<file path="src/rtl/prec_mul_scheduler.sv">
// Precision-aware multiplier scheduler: slot-table issue, out-of-order writeback.
// Define PMS_STATS_EN to build the saturating stall counter behind stall_cnt.
module prec_mul_scheduler #(
    parameter int TAG_W = 6
) (
    input  logic             clk,
    input  logic             rst_n,
    input  logic             start,
    input  logic             in_valid,
    output logic             in_ready,
    input  logic [15:0]      in_a,
    input  logic [15:0]      in_b,
    input  logic [3:0]       in_prec,
    input  logic [TAG_W-1:0] in_tag,
    input  logic             in_last,
    output logic             mul_valid,
    output logic [15:0]      mul_a,
    output logic [15:0]      mul_b,
    input  logic [7:0]       mul_p4,
    input  logic [15:0]      mul_p8,
    input  logic [31:0]      mul_p16,
    output logic             wb_valid,
    output logic [31:0]      wb_data,
    output logic [TAG_W-1:0] wb_tag,
    output logic [1:0]       wb_prec,
    output logic             busy,
    output logic             done,
    output logic [15:0]      stall_cnt
);

    typedef enum logic [1:0] {
        S_IDLE,
        S_RUN,
        S_DRAIN,
        S_DONE
    } state_t;

    typedef struct packed {
        logic             res;
        logic [TAG_W-1:0] tag;
        logic [1:0]       prec;
    } slot_t;

    state_t     state_q, state_d;
    slot_t      slot_q   [1:5];
    slot_t      slot_d   [1:5];
    slot_t      res_next [1:5];
    slot_t      new_slot;
    logic [1:0] cls;
    logic       hit;
    logic       xfer;
    logic       pending;

    // Index k of slot_q means "writes back k-1 cycles from now"; index 1 drives wb.
    always_comb begin
        for (int k = 1; k < 5; k++) begin
            res_next[k] = slot_q[k+1];
        end
        res_next[5] = '0;
    end

    always_comb begin
        cls = 2'd2;
        if (in_prec == 4'd0) begin
            cls = 2'd0;
        end else if (in_prec == 4'd1) begin
            cls = 2'd1;
        end
    end

    always_comb begin
        hit = 1'b0;
        unique case (cls)
            2'd0:    hit = res_next[2].res;
            2'd1:    hit = res_next[3].res;
            default: hit = res_next[5].res;
        endcase
    end

    assign in_ready  = (state_q == S_RUN) && !hit;
    assign xfer      = in_valid && in_ready;
    assign mul_valid = xfer;
    assign mul_a     = xfer ? in_a : 16'd0;
    assign mul_b     = xfer ? in_b : 16'd0;
    assign new_slot  = '{res: 1'b1, tag: in_tag, prec: cls};

    always_comb begin
        slot_d = res_next;
        if (xfer) begin
            unique case (cls)
                2'd0:    slot_d[2] = new_slot;
                2'd1:    slot_d[3] = new_slot;
                default: slot_d[5] = new_slot;
            endcase
        end
    end

    always_comb begin
        pending = 1'b0;
        for (int k = 1; k <= 5; k++) begin
            pending = pending | res_next[k].res;
        end
    end

    always_comb begin
        state_d = state_q;
        unique case (state_q)
            S_IDLE:  if (start) state_d = S_RUN;
            S_RUN:   if (xfer && in_last) state_d = S_DRAIN;
            S_DRAIN: if (!pending) state_d = S_DONE;
            S_DONE:  state_d = S_IDLE;
            default: state_d = S_IDLE;
        endcase
    end

    always_ff @(posedge clk or negedge rst_n) begin
        if (!rst_n) begin
            state_q <= S_IDLE;
            for (int k = 1; k <= 5; k++) begin
                slot_q[k] <= '0;
            end
        end else begin
            state_q <= state_d;
            slot_q  <= slot_d;
        end
    end

    assign busy     = (state_q == S_RUN) || (state_q == S_DRAIN);
    assign done     = (state_q == S_DONE);
    assign wb_valid = slot_q[1].res;
    assign wb_tag   = slot_q[1].tag;
    assign wb_prec  = slot_q[1].prec;

    // Product ports are live in the retire cycle, so data muxes straight through.
    always_comb begin
        wb_data = 32'd0;
        if (wb_valid) begin
            unique case (wb_prec)
                2'd0:    wb_data = {24'd0, mul_p4};
                2'd1:    wb_data = {16'd0, mul_p8};
                default: wb_data = mul_p16;
            endcase
        end
    end

`ifdef PMS_STATS_EN
    logic [15:0] stall_q, stall_d;

    always_comb begin
        stall_d = stall_q;
        if (state_q == S_IDLE && start) begin
            stall_d = 16'd0;
        end else if (state_q == S_RUN && in_valid && !in_ready &&
                     stall_q != 16'hFFFF) begin
            stall_d = stall_q + 16'd1;
        end
    end

    always_ff @(posedge clk or negedge rst_n) begin
        if (!rst_n) begin
            stall_q <= 16'd0;
        end else begin
            stall_q <= stall_d;
        end
    end

    assign stall_cnt = stall_q;
`else
    assign stall_cnt = 16'd0;
`endif

endmodule

</file>
<file path="config.mk">
export PLATFORM = sky130hd
export DESIGN_NAME = prec_mul_scheduler
export DESIGN_NICKNAME = d
export VERILOG_FILES = /design/src/rtl/prec_mul_scheduler.sv
export SDC_FILE = /design/constraint.sdc
export NUM_CORES = 1
export LEC_CHECK = 0
export ABC_AREA = 0
export BUFFER_PORTS_ARGS = -buffer_cell sky130_fd_sc_hd__buf_4
export CAP_MARGIN = 10
export CORE_MARGIN = 2
export CORE_UTILIZATION = 40
export CTS_BUF_LIST = sky130_fd_sc_hd__clkbuf_4 sky130_fd_sc_hd__clkbuf_8
export DETAILED_ROUTE_END_ITERATION = 16
export GPL_TIMING_DRIVEN = 0
export PLACE_DENSITY = 0.81
export REMOVE_ABC_BUFFERS = 1
export SLEW_MARGIN = 25
export SYNTH_ARGS = -nofsm -noshare
export SYNTH_HDL_FRONTEND = slang
export SYNTH_SLANG_ARGS = --single-unit
</file>
<file path="constraint.sdc">
create_clock -name clk -period 2.9 [get_ports clk]
set_input_delay 0.145 -clock clk [delete_from_list [all_inputs] [get_ports clk]]
set_output_delay 0.145 -clock clk [all_outputs]
set_load 0.05 [all_outputs]
</file>
; ---- After elaboration in Yosys (flattened, before gate mapping)
; Index checks and enable logic that the tools add are counted.
[word_totals]
reg_bits = 47
inputBits = 103
[op_classes]
n_eq_ne = 9
muxes = 16
bitwise_logic = 3
n_reduce_logical = 11
[op_table]
columns = op, count
row1 = one-hot mux 32 bit (2 select lines), 1
row2 = 2-to-1 mux 9 bit, 4
row3 = 2-to-1 mux 16 bit, 2
row4 = 2-to-1 mux 32 bit, 1
row5 = 2-to-1 mux 18 bit, 1
row6 = 2-to-1 mux 2 bit, 5
row7 = one-hot mux 2 bit (4 select lines), 1
row8 = "equality test 2 x 1 -> 1 bit, second input constant", 3
row9 = zero test 2 bit, 3
row10 = "!= test 2 bit, second input constant", 3
row11 = "equality test 2 bit, second input constant", 2
row12 = "equality test 4 x 1 -> 1 bit, second input constant", 1
row13 = zero test 4 bit, 1
row14 = logical AND 1 bit, 3
row15 = bitwise OR 1 bit, 3
row16 = AND reduction 3 bit, 1
row17 = one-hot mux 1 bit (2 select lines), 1
row18 = OR reduction 2 bit, 1
row19 = zero test 1 bit, 1
row20 = logical OR 1 bit, 1

; ---- Depth between registers and ports, before layout
[logic_depth]
word_depth = 11
depth_mapped = 7
depth_no_buf = 6

; ---- Worst setup path after synthesis
; OpenSTA, ideal clock, no wires.
[synth_path]
path_kind = register to output
from = register slot_q, in the netlist wb_prec[0]
to = output port wb_data[10]
arrival_time_ps = 2262
required_time_ps = 2755
setup_slack_ps = 493
path_stages_with_launch = 6
path_buffers = 2
cell_sequence = dfrtp_1 > clkbuf_1 > nor2b_1 > clkbuf_1 > a22oi_1 > nor2b_1
[synth_between]
elab_chain_cells = 3
elab_cells_between_ends = 4
cone_classes = 1 x eq/ne / 2 x mux / 1 x reduce/logical
[synth_rtl]
columns = item, line_no
row1 = "start, declared", 45  ; slot_t slot_q [1:5];
row2 = "start signal, assigned", 124  ; slot_q <= slot_d;
row3 = equality test 2 x 1 -> 1 bit or zero test 2 bit (tied branches), 138  ; unique case (wb_prec)
row4 = one-hot mux 32 bit (2 select lines) (*), 138
row5 = 2-to-1 mux 32 bit (*), 137  ; if (wb_valid) begin
row6 = "end, declared", 23  ; output logic [31:0] wb_data,
; Every way passes the cells marked *; elsewhere a longest branch is shown, timed or not.

; ---- Worst setup path after layout
[layout_path]
from = register state_q[1]
to = output port mul_a[12]
[layout_between]
elab_chain_cells = 4
[layout_rtl]
columns = item, line_no
row1 = "start, declared", 44  ; state_t state_q, state_d;
row2 = "start signal, assigned", 123  ; state_q <= state_d;
row3 = equality test 2 x 1 -> 1 bit, 80  ; assign in_ready = (state_q == S_RUN) && !hit;
row4 = logical AND 1 bit, 80
row5 = logical AND 1 bit, 81  ; assign xfer = in_valid && in_ready;
row6 = 2-to-1 mux 16 bit, 83  ; assign mul_a = xfer ? in_a : 16'd0;
row7 = "end, declared", 17  ; output logic [15:0] mul_a,
; Every way passes these cells.

==> impl_metrics.py <==
metrics = {
    "routing": {
        "viasPerCell": 4.56,
        "dr.pass1.iters": 4,
        "num_vias": 2161,
        "drcViolationCount": 0,
        "drtIter0Drc": 43,
        "avgRoutedWirePerCell_um": 15.1,
        "drt_wl_total_um": 7180,
        "ant_nets": 0,
    },
    "power_and_ir_drop": {
        "p_seq_share_pct": 32.8,
        "peakVddDrop_v": 0.000645,
        "p_per_area_nw_per_um2": 685,
        "p_comb_share_pct": 48.7,
        "p_leak_nw": 2.17,
        "clockPowerShare_pct": 18.4,
        "internal_power_mw": 1.49,
        "p_switching_mw": 1.15,
        "switching_share_pct": 43.4,
    },
    "sta": {
        "fin_setup_tns_ns": 0,
        "setup_viol": 0,
        "rsz0062_at_grt": "no",
        "min_period_ns": 2.40,
        "timing.slew.headroom_pct": 41.9,
        "worstMarginPinSlew_ns": 0.871,
        "fmax_mhz": 417,
        "clock_skew_ns": 0.0129,
        "setup_ws_ns": 0.503,
        "slew_violations": 0,
        "hold_violations": 0,
        "period_share_pct": 82.7,
    },
    "die": {
        "coreArea_um2": 5850,
        "num_rows": 28,
        "dieArea_um2": 6630,
        "die_w_um": 81.4,
        "io_pins": 196,
        "die_h_um": 81.4,
        "initial_core_util_pct": 41.0,
    },
    "cells_and_area": {
        "area_growth_pct": 60.6,
        "antennaDiodeCount": 0,
        "drive_gt1_share_pct": 51.9,
        "fin_area_um2": 3850,
        "fillCellCount": 492,
        "layout.nets": 505,
    },
    "synthesis": {
        "synth_seq_cells": 47,
        "synth.distinct_cells": 26,
        "ys.flop_type": "dfrtp_1",
        "synth-edff-count": 0,
        "avgSynthCellArea_um2": 10.7,
        "ys.warnings.count": 0,
        "async_reset_ff_share_pct": 100,
        "synth_cells": 224,
        "synth-seq-area-share_pct": 49.0,
        "post_synth_instance_area_um2": 2400,
    },
    "grt": {
        "overflow": 0,
        "antenna_found_initial": 0,
        "grt_util_all_layers_pct": 19.1,
        "grt_max_degree": 48,
        "grt_pass1_vias": 1857,
        "grt_first_pass_wirelength_um": 9520,
    },
    "run_status": {
        "status": "complete, no violations",
    },
    "critical_path": {
        "startpoint_type": "register",
        "path_max_fanout": 33,
        "arrival_ns": 2.25,
        "crit_required_ns": 2.76,
        "cp-end-kind": "primary output",
        "path_class": "reg2out",
    },
    "clock_tree": {
        "post_cts_buffers": 0,
        "cts.htree.levels": 2,
        "cts_num_sinks": 47,
        "cts_buffer_depth": 2,
        "cts-root-buf": "clkbuf_8",
        "cts_tree": "yes",
        "clock_latency_ns": 0.30,
        "clk_pin_slew_ns": 0.09,
        "tritoncts.num_buffers": 5,
    },
    "place": {
        "io_buffers": 179,
        "place_area_um2": 3720,
        "place_congestion": 0.691,
        "place_ws_ns": 0.727,
        "post-dp-hpwl_um": 5600,
    },
    "run": {
        "cap_violations": 0,
    },
    "worst_hold_path": {
        "min_path_type": "in2reg",
    },
}
## power by group through the flow
stage / sequential, mW / clock [mW] / combinational [mW]
2_1_floorplan: 0.917 / 0 / 0.817
3_3_place_gp: 0.872 / 0 / 1.27
3_5_place_dp: 0.879 / 0 / 1.29
4_1_cts: 0.867 / 0.499 / 1.29
5_1_grt: 0.885 / 0.525 / 1.36
6_report: 0.867 / 0.486 / 1.29
## through the flow
step	hold WS [ns]	util, %	total power [mW]	instances
after floorplan	-0.151	-	1.73	211
after global placement	0.178	63.6	2.14	465
after detailed placement	0.181	63.6	2.17	465
after CTS	0.0621	65.8	2.66	474
after global routing	0.0716	65.8	2.77	474
final	0.0656	65.8	2.64	474
## cell type report
cell class	instances	area [um2]	share of cell area, %
inverter	4	15.0	0.390
tap	75	93.8	2.44
timing repair buffer	180	1350	35.2
clock buffer	6	82.6	2.14
sequential	47	1180	30.6
multi-input combinational	160	1090	28.4
clock inverter	2	35.0	0.910
## worst max-delay path: stages, from the launching register on
cell,delay (ns)
dfrtp_1,0.41
inv_1,0.09
ha_1,0.22
nand2_2,0.11
nor2_2,0.67
and2_1,0.25
buf_4,0.20
## state kept, by name (all words and copies together), names as in the netlist
name / cells
wb_valid: 1
wb_prec: 2
state_q: 2
wb_tag: 6
res_next: 36
## placed cells by master, fill, tap and decap left out, drive strengths merged, types with 6 or more instances in the layout
master  count
and2       46
and3       16
o21ai       8
clkbuf      6
a22oi       8
mux2       13
nand2      10
mux2i      10
dfrtp      47
conb       17
buf       179
nor2b      11
## cells by family after synthesis
logic type	Yosys count	synth area share (%)
and+or+nand+nor	96	24.9
muxes	23	10.3
AOI/OAI and AO/OA	20	5.58
adders and majority gates	4	2.09
DFF	47	49.0
other	1	0.156
buffers and inverters	33	7.98
## timing repair
action	CTS	global route
hold buffers	1	0
resized for setup	0	0
hold endpoints to repair	47	0
## worst paths after layout
| kind | endpoint | slack, ns | cells after the start | startpoint |
|---|---|---|---|---|
| min reg2reg | res_next[19] | 0.34 | 0 | res_next[10] |
| min | res_next[44] | 0.07 | 2 | in_prec[0] |
| max in group asynchronous | wb_prec[1] | 2.11 | 2 | rst_n |
| min in group asynchronous | res_next[20] | 0.39 | 2 | rst_n |
| max | mul_a[12] | 0.50 | 6 | state_q[1] |
| max reg2reg | res_next[42] | 0.73 | 6 | state_q[1] |
## cells in the mapped netlist, types with 2 or more instances
cell type,number,area share (%)
a22oi_1,8,2.5
nor3_4,2,1.4
nand2_1,9,1.4
o21bai_1,2,0.63
o21ai_0,8,1.7
nor2b_1,11,2.9
buf_4,16,5.0
mux2i_1,10,4.2
and2b_1,3,0.94
and2_1,46,12
nor2_1,4,0.63
ha_1,4,2.1
dfrtp_1,47,49
clkbuf_1,12,1.9
inv_1,4,0.63
and3_1,16,4.2
mux2_2,13,6.1
## layer usage
layer,wire [um],vias up,track usage [%]
li1,-,1049,-
met1,2610,1018,23.1
met2,3410,92,29.3
met3,1140,2,12.9
met4,21,0,2.03
met5,0,-,0
Note: power is estimated with default switching activity, not from simulation.
